==> src/rtl/bin2bcd_seq.sv <==
// Sequential double-dabble binary to packed-BCD converter, one bit per clock.
// Optional leading-zero mask on blank is built only when BIN2BCD_BLANK_EN is defined.
module bin2bcd_seq #(
    parameter int          IN_W    = 14,
    parameter int unsigned MAX_VAL = 9999
) (
    input  logic            clk,
    input  logic            rst_n,
    input  logic            start,
    input  logic [IN_W-1:0] bin,
    output logic [15:0]     bcd,
    output logic            busy,
    output logic            done,
    output logic            overflow,
    output logic [3:0]      blank
);

    localparam int CW = $clog2(IN_W + 1);

    typedef enum logic [1:0] {
        S_IDLE,
        S_SHIFT,
        S_FINISH
    } state_t;

    state_t          r_state;
    state_t          w_state_nxt;
    logic [IN_W-1:0] r_bin;
    logic [15:0]     r_scratch;
    logic [CW-1:0]   r_cnt;
    logic            r_ovf;
    logic [15:0]     r_bcd;
    logic            r_done;
    logic            r_ovf_out;

    logic            w_load;
    logic            w_shift;
    logic            w_finish;
    logic            w_busy;
    logic            w_ovf_in;
    logic [IN_W-1:0] w_bin_sat;
    logic [15:0]     w_adj;
    logic [3:0]      w_blank;

    // Saturate out-of-range inputs so every digit stays within 0..9.
    assign w_ovf_in  = 32'(bin) > MAX_VAL;
    assign w_bin_sat = w_ovf_in ? IN_W'(MAX_VAL) : bin;

    always_comb begin
        w_adj = r_scratch;
        for (int d = 0; d < 4; d++) begin
            if (r_scratch[4*d +: 4] >= 4'd5)
                w_adj[4*d +: 4] = r_scratch[4*d +: 4] + 4'd3;
        end
    end

    always_comb begin
        w_state_nxt = r_state;
        w_load      = 1'b0;
        w_shift     = 1'b0;
        w_finish    = 1'b0;
        w_busy      = 1'b0;
        case (r_state)
            S_IDLE: begin
                if (start) begin
                    w_load      = 1'b1;
                    w_state_nxt = S_SHIFT;
                end
            end
            S_SHIFT: begin
                w_busy  = 1'b1;
                w_shift = 1'b1;
                if (r_cnt == CW'(1))
                    w_state_nxt = S_FINISH;
            end
            S_FINISH: begin
                w_busy      = 1'b1;
                w_finish    = 1'b1;
                w_state_nxt = S_IDLE;
            end
            default: w_state_nxt = S_IDLE;
        endcase
    end

`ifdef BIN2BCD_BLANK_EN
    logic w_z3;
    logic w_z2;
    logic w_z1;
    logic [3:0] r_blank;

    assign w_z3    = r_scratch[15:12] == 4'd0;
    assign w_z2    = w_z3 && (r_scratch[11:8] == 4'd0);
    assign w_z1    = w_z2 && (r_scratch[7:4] == 4'd0);
    assign w_blank = {w_z3, w_z2, w_z1, 1'b0};

    always_ff @(posedge clk) begin
        if (!rst_n)
            r_blank <= 4'd0;
        else if (w_finish)
            r_blank <= w_blank;
    end

    assign blank = r_blank;
`else
    assign w_blank = 4'd0;
    assign blank   = w_blank;
`endif

    always_ff @(posedge clk) begin
        if (!rst_n) begin
            r_state   <= S_IDLE;
            r_bin     <= '0;
            r_scratch <= 16'd0;
            r_cnt     <= '0;
            r_ovf     <= 1'b0;
            r_bcd     <= 16'd0;
            r_done    <= 1'b0;
            r_ovf_out <= 1'b0;
        end else begin
            r_state <= w_state_nxt;
            r_done  <= w_finish;
            if (w_load) begin
                r_bin     <= w_bin_sat;
                r_scratch <= 16'd0;
                r_cnt     <= CW'(IN_W);
                r_ovf     <= w_ovf_in;
            end
            if (w_shift) begin
                r_scratch <= {w_adj[14:0], r_bin[IN_W-1]};
                r_bin     <= r_bin << 1;
                r_cnt     <= r_cnt - CW'(1);
            end
            if (w_finish) begin
                r_bcd     <= r_scratch;
                r_ovf_out <= r_ovf;
            end
        end
    end

    assign bcd      = r_bcd;
    assign busy     = w_busy;
    assign done     = r_done;
    assign overflow = r_ovf_out;

endmodule
==> config.mk <==
export PLATFORM = sky130hd
export DESIGN_NAME = bin2bcd_seq
export DESIGN_NICKNAME = d
export VERILOG_FILES = /design/src/rtl/bin2bcd_seq.sv
export SDC_FILE = /design/constraint.sdc
export NUM_CORES = 1
export LEC_CHECK = 0
export CORE_UTILIZATION = 25
export CTS_CLUSTER_DIAMETER = 50
export DETAILED_ROUTE_END_ITERATION = 12
export RECOVER_POWER = 25
export SLEW_MARGIN = 15
export SYNTH_ARGS = -nofsm -noshare
export SYNTH_HDL_FRONTEND = slang
export SYNTH_SLANG_ARGS = --single-unit
==> constraint.sdc <==
create_clock -name clk -period 2.1 [get_ports clk]
set_input_delay 0.315 -clock clk [delete_from_list [all_inputs] [get_ports clk]]
set_output_delay 0.315 -clock clk [all_outputs]
set_load 0.01 [all_outputs]
Word-level counts from Yosys, hierarchy flattened
Cells that the tools add are included.
{"block": "op_classes", "n_addsub": 5, "order_cmp": 5, "eq_ne": 5, "n_mux": 19, "n_bitwise": 1, "reduce_logical": 5}
{"op": "$mux 14", "count": 3}
{"op": "$mux 16", "count": 2}
{"op": "$mux 4", "count": 5}
{"op": "$ge 4x3->1 const B", "count": 4}
{"op": "$gt 14x14->1 const B", "count": 1}
{"op": "$add 4x2->4 const B", "count": 3}
{"op": "$mux 1", "count": 5}
{"op": "$eq 4x1->1 const B", "count": 1}
{"op": "$mux 2", "count": 2}
{"op": "$ne 2x2->1 const B", "count": 2}
{"op": "$pmux 2 s2", "count": 1}
{"op": "$reduce_or 2->1", "count": 2}
{"op": "$sub 4x1->4 const B", "count": 1}
{"op": "$add 3x2->3 const B", "count": 1}
{"op": "$mux 3", "count": 1}
{"op": "$eq 2x1->1 const B", "count": 1}
{"op": "$eq 2x2->1 const B", "count": 1}
{"op": "$logic_not 2->1", "count": 1}
{"op": "$reduce_and 2->1", "count": 1}
{"op": "$reduce_bool 2->1", "count": 1}
{"op": "$not 1->1", "count": 1}
{"block": "word_totals", "regBits": 55, "inputBits": 17, "output_inout_bits": 23, "word_cells": 49}

Depth between registers and ports, before layout
{"block": "depth", "word_depth": 4, "depth_mapped": 7, "ltp_nobuf": 6}

Worst setup path after synthesis
Ideal clock, no wire load.
{"block": "synth_path", "path_type": "flip-flop to flip-flop", "start": "register r_state[0]", "end": "register r_cnt[3]", "setup_ns": 0.116, "t_arrival_ns": 1.330, "t_required_ns": 1.984, "path_slack_ns": 0.654, "stages_incl_launch_ff": 7, "path_buffers": 1, "period_less_slack_ns": 1.446, "cell_sequence": "dfxtp_1 inv_1 ha_1 and2_4 buf_6 mux2_2 o211a_1"}
{"block": "synth_between", "elab_chain_len": 3, "word_cells_on_any_way": 6, "cone_classes": "eq/ne (1); mux (3); reduce/logical (2)"}
{"item": "start, declared", "line": "26", "source": "state_t r_state;"}
{"item": "start signal, assigned", "line": "120", "source": "r_state <= w_state_nxt;"}
{"item": "$eq 2x1->1 / $logic_not 2->1 (equally long branches)", "line": "63", "source": "case (r_state)"}
{"item": "$mux 1", "line": "63"}
{"item": "$mux 4 / $reduce_bool 2->1 (equally long branches)"}
{"item": "end signal, assigned", "line": "125", "source": "r_cnt <= CW'(IN_W);"}
{"item": "end signal, assigned", "line": "131", "source": "r_cnt <= r_cnt - CW'(1);"}
{"item": "end, declared", "line": "30", "source": "logic [CW-1:0] r_cnt;"}
Parallel ways exist; a longest one is shown, timed or not.
A chain may end at the register's enable or synchronous reset.

Worst setup path after layout
{"block": "layout_path", "start": "register r_state[0]", "end": "output port busy"}
{"block": "layout_between", "elab_chain_len": 3, "word_cells_on_any_way": 4, "cone_classes": "eq/ne (2); mux (1); reduce/logical (1)"}
{"item": "$eq 2x1->1 / $eq 2x2->1 (equally long branches)", "line": "63"}
{"item": "$reduce_or 2->1 (no line) (*)"}
{"item": "$mux 1 (*)", "line": "63"}
{"item": "end, declared", "line": "12", "source": "output logic busy,"}
Every way passes the cells marked *; elsewhere a longest branch is shown, timed or not.

==> flow_summary.html <==
<table>
<tr><th>Metric</th><th>Value</th></tr>
<tr><th colspan="2">Outcome</th></tr>
<tr><td>Run status</td><td>complete, no violations</td></tr>
<tr><th colspan="2">Pwr</th></tr>
<tr><td>Static leakage power</td><td>between 1 and 1.5 nW</td></tr>
<tr><td>Pwr per Cell Area</td><td>a little under 800 nW/um2</td></tr>
<tr><td>Sequential fraction of design power</td><td>0.485</td></tr>
<tr><td>Clock network fraction of design power</td><td>0.227</td></tr>
<tr><td>Switch share</td><td>0.326</td></tr>
<tr><td>Combinational cell fraction of total power</td><td>0.288</td></tr>
<tr><td>Max VDD drop</td><td>0.280 mV</td></tr>
<tr><td>Internal Pwr Total</td><td>approximately 1.7 mW</td></tr>
<tr><td>Switching power</td><td>between 800 and 900 uW</td></tr>
<tr><th colspan="2">STA</th></tr>
<tr><td>Least-Margin Pin Slew</td><td>approximately 0.60 ns</td></tr>
<tr><td>Total negative setup slack</td><td>0 ns</td></tr>
<tr><td>Final hold viol count</td><td>0</td></tr>
<tr><td>Remaining max-slew budget at the tightest pin</td><td>0.601</td></tr>
<tr><td>Worst Skew</td><td>roughly 0.0089 ns</td></tr>
<tr><td>Fin crit share</td><td>0.906</td></tr>
<tr><td>Fin crit period</td><td>roughly 1.9 ns</td></tr>
<tr><td>Unrepaired setup endpoints after global routing</td><td>false</td></tr>
<tr><td>Fmax</td><td>~0.53 GHz</td></tr>
<tr><td>Fin. max-slew vios</td><td>0</td></tr>
<tr><td>Final setup violation count</td><td>0</td></tr>
<tr><td>Min Hold Slack</td><td>between 0.4 and 0.5 ns</td></tr>
<tr><th colspan="2">Floorplan</th></tr>
<tr><td>Area of the core</td><td>10400 um2</td></tr>
<tr><td>Die Height</td><td>106 um</td></tr>
<tr><td>Standard-cell rows</td><td>37</td></tr>
<tr><td>Overall die area</td><td>between 10000 and 15000 um2</td></tr>
<tr><td>DIE WIDTH</td><td>about 110 um</td></tr>
<tr><td>Starting utilization of the core area</td><td>0.259</td></tr>
<tr><td>I/O pin count</td><td>40</td></tr>
<tr><th colspan="2">Logic synthesis</th></tr>
<tr><td>Gate count of the mapped netlist</td><td>approximately 300</td></tr>
<tr><td>Average instance area after synthesis</td><td>between 8 and 9 um2</td></tr>
<tr><td>Portion of synthesized cell area occupied by the leading cell type</td><td>0.410</td></tr>
<tr><td>Number of storage elements in the synthesis netlist</td><td>55</td></tr>
<tr><td>Top cells by area in the synthesized netlist</td><td>dfxtp_1 (41%), mux2i_1 (7.1%), ha_1 (6.5%)</td></tr>
<tr><td>YS warnings</td><td>0</td></tr>
<tr><td>Sequential share of the synthesized area</td><td>0.410</td></tr>
<tr><td>Post-synthesis cell type with the largest combined area</td><td>dfxtp_1</td></tr>
<tr><td>Post-synth cell types</td><td>35</td></tr>
<tr><td>Post-synthesis cell area</td><td>between 2000 and 3000 um2</td></tr>
<tr><th colspan="2">Clocking</th></tr>
<tr><td>Clock Path Buffers</td><td>2</td></tr>
<tr><td>Setup Buffers After CTS</td><td>0</td></tr>
<tr><td>H-tree levels</td><td>2</td></tr>
<tr><td>Clk_lat worst skew</td><td>0.30 ns</td></tr>
<tr><td>CTS tree</td><td>built</td></tr>
<tr><td>CTS sink count</td><td>55</td></tr>
<tr><td>Clock-pin slew on the worst setup and hold paths</td><td>0.09 ns</td></tr>
<tr><td>Post-cts sizing count</td><td>0</td></tr>
<tr><td>TritonCTS buffer count</td><td>5</td></tr>
<tr><td>Clk Tree Root Cell</td><td>clkbuf_8</td></tr>
<tr><td>Hold buffer count at CTS</td><td>0</td></tr>
<tr><th colspan="2">Routing</th></tr>
<tr><td>Iteration-0 DRC Markers</td><td>54</td></tr>
<tr><td>Post-DRT Antenna Nets</td><td>0</td></tr>
<tr><td>Remaining routing DRC violations</td><td>0</td></tr>
<tr><td>Routed len/inst</td><td>~12 um</td></tr>
<tr><td>Number of iterations in the first detailed-routing pass</td><td>4</td></tr>
<tr><td>Detailed Route WL</td><td>~5.5 mm</td></tr>
<tr><td>Post-detailed-route via-to-cell ratio</td><td>4.41</td></tr>
<tr><td>Count of vias placed by the detailed router</td><td>between 2000 and 2500</td></tr>
<tr><th colspan="2">Critical path</th></tr>
<tr><td>Required time worst endpoint</td><td>between 1.5 and 2 ns</td></tr>
<tr><td>WP depth</td><td>3</td></tr>
<tr><td>Family with the most delay on the worst path</td><td>buffers and inverters</td></tr>
<tr><td>Number of buffer and inverter instances along the worst setup path</td><td>2</td></tr>
<tr><td>Sequence of cells on the critical path</td><td>inv_1, ha_1, clkdlybuf4s50_1</td></tr>
<tr><td>Critical Path End Type</td><td>output port</td></tr>
<tr><td>Worst Path Max Fanout</td><td>3</td></tr>
<tr><td>R2R cell count</td><td>6</td></tr>
<tr><td>Data arrival at the endpoint of the critical path</td><td>1.59 ns</td></tr>
<tr><td>Worst setup path class</td><td>reg2out</td></tr>
<tr><td>Cell at the slowest stage of the critical path</td><td>clkdlybuf4s50_1</td></tr>
<tr><td>Max stage delay on crit path</td><td>0.54 ns</td></tr>
<tr><td>Startpoint type of the worst setup path</td><td>flop</td></tr>
<tr><th colspan="2">Layout</th></tr>
<tr><td>ANT cells</td><td>0</td></tr>
<tr><td>Final layout net count</td><td>363</td></tr>
<tr><td>Number of fill cells</td><td>between 1000 and 1500</td></tr>
<tr><td>Synthesis-to-layout area growth</td><td>19.9%</td></tr>
<tr><td>FF+latch area</td><td>1100 um2</td></tr>
<tr><td>Area taken by multi-input logic gates</td><td>approximately 1400 um2</td></tr>
<tr><td>Fraction of layout instances using a drive strength above 1</td><td>0.0631</td></tr>
<tr><th colspan="2">Global route</th></tr>
<tr><td>Total routing resource utilization after global routing</td><td>0.107</td></tr>
<tr><td>Wire length of the first global-routing pass</td><td>between 9 and 10 mm</td></tr>
<tr><td>Initial antenna violation count</td><td>0</td></tr>
<tr><td>Gr ovfl total</td><td>0</td></tr>
<tr><td>Maximum number of pins on one net before global-route repair</td><td>about 50</td></tr>
<tr><td>Vias in the first global route</td><td>around 2100</td></tr>
<tr><th colspan="2">Worst hold path</th></tr>
<tr><td>Worst hold-check path type</td><td>reg2reg</td></tr>
<tr><td>Cell count of the worst hold path</td><td>2</td></tr>
<tr><th colspan="2">Placed design</th></tr>
<tr><td>Final RePlAce weighted congestion</td><td>0.772</td></tr>
<tr><td>Buffers added on ports</td><td>35</td></tr>
<tr><td>DPL Wire Length</td><td>approximately 3.8 mm</td></tr>
<tr><th colspan="2">Job</th></tr>
<tr><td>Number of maximum-capacitance constraint violations</td><td>0</td></tr>
</table>
==> final timing paths <==
kind,from,to,slack (ns)
setup / recovery,r_state[0]$_SDFFE_PN0P_,busy,0.20
hold reg to reg,r_state[0]$_SDFFE_PN0P_,r_state[0]$_SDFFE_PN0P_,0.49
setup reg to reg,r_state[0]$_SDFFE_PN0P_,r_scratch[5]$_SDFFE_PN0P_,0.38
hold / removal,r_state[0]$_SDFFE_PN0P_,r_state[0]$_SDFFE_PN0P_,0.49
==> cell type report <==
cell class / instances / share of cell area
clock buffers: 6 / 0.0225
clock inverters: 2 / 0.00389
inverters: 13 / 0.0152
multi-input cells: 217 / 0.444
flip-flops and latches: 55 / 0.342
well taps: 136 / 0.0528
repair buffers: 40 / 0.120
==> per-stage QoR <==
stage | total power, mW | instances | worst slack, ns | utilization | cell area (um2)
2_1_floorplan | 1.80 | 305 | 0.654 | - | 2700
3_3_place_gp | 1.96 | 461 | 0.293 | 0.303 | 3140
3_5_place_dp | 1.97 | 461 | 0.253 | 0.303 | 3140
4_1_cts | 2.56 | 469 | 0.170 | 0.311 | 3220
5_1_grt | 2.71 | 469 | 0.0992 | 0.311 | 3220
6_report | 2.52 | 469 | 0.197 | 0.311 | 3220
==> kinds of logic (layout without fill, tap and decap cells) <==
group	count (synthesis)	after routing	synth area share
adder cells (fa/ha/maj)	14	14	0.0652
XOR/XNOR	4	4	0.0130
AO/OA/AOI/OAI	67	67	0.152
flip-flops	55	55	0.410
other	1	4	0.00140
AND/OR/NAND/NOR	104	104	0.205
buffers and inverters	33	61	0.0615
multiplexers	24	24	0.0918
==> power groups by stage <==
stage / Combinational (mW) / Sequential [mW] / Clock, mW
after global routing: 0.837 / 1.24 / 0.640
final: 0.726 / 1.22 / 0.572
after floorplan: 0.566 / 1.23 / 0
after CTS: 0.736 / 1.22 / 0.603
after global placement: 0.717 / 1.24 / 0
after detailed placement: 0.728 / 1.25 / 0
==> Yosys cell counts <==
cell,count
nor4_1,1
nor3b_1,7
dfxtp_1,55
o2bb2ai_1,3
o31ai_1,1
o21ai_1,2
mux2i_1,19
clkbuf_1,4
or3b_1,1
o311a_1,1
o211a_1,6
buf_6,1
a21boi_0,4
ha_1,14
inv_1,13
a22o_1,4
o21ai_0,32
nor2_1,12
and4b_1,2
buf_4,6
conb_1,1
nand2_1,31
nor2b_1,20
and2_1,6
mux2_2,5
nand2_2,1
nor2_2,2
and2_4,1
nand4_1,1
buf_2,9
nand2b_1,7
a21oi_1,14
nor3_1,2
xnor2_1,4
nand3_1,10
==> cells in the final DEF (no fill, tap or decap), drive strengths merged, types with 3 or more instances in the layout <==
cell | Yosys | final
nor3b | 7 | 7
a21boi | 4 | 4
clkdlybuf4s50 | 0 | 35
buf | 16 | 4
conb | 1 | 4
o2bb2ai | 3 | 3
o211a | 6 | 6
xnor2 | 4 | 4
nand3 | 10 | 10
nor2b | 20 | 20
ha | 14 | 14
mux2 | 5 | 5
mux2i | 19 | 19
nor2 | 14 | 14
inv | 13 | 13
and2 | 7 | 7
a22o | 4 | 4
nand2b | 7 | 7
clkbuf | 4 | 7
o21ai | 34 | 34
a21oi | 14 | 14
dfxtp | 55 | 55
nand2 | 32 | 32
==> flip-flops by register name, summed over array words and instances (netlist names) <==
| signal | cells |
|---|---|
| bcd | 16 |
| done | 1 |
| overflow | 1 |
| r_bin | 14 |
| r_cnt | 4 |
| r_ovf | 1 |
| r_scratch | 16 |
| r_state | 2 |
==> tightest hold or removal path, cell delays in order, from the launching register on <==
cell and delay [ns]:
dfxtp_1 0.34, nand2_1 0.05, o21ai_0 0.06
==> per-layer routing <==
layer | track usage | vias up | routed length, um
li1 | - | 1082 | -
met1 | 0.133 | 950 | 2700
met2 | 0.180 | 36 | 2560
met3 | 0.0303 | 2 | 263
met4 | 0.0258 | 0 | 25
met5 | 0 | - | 0
No activity file was read; power rests on OpenSTA's default activity.
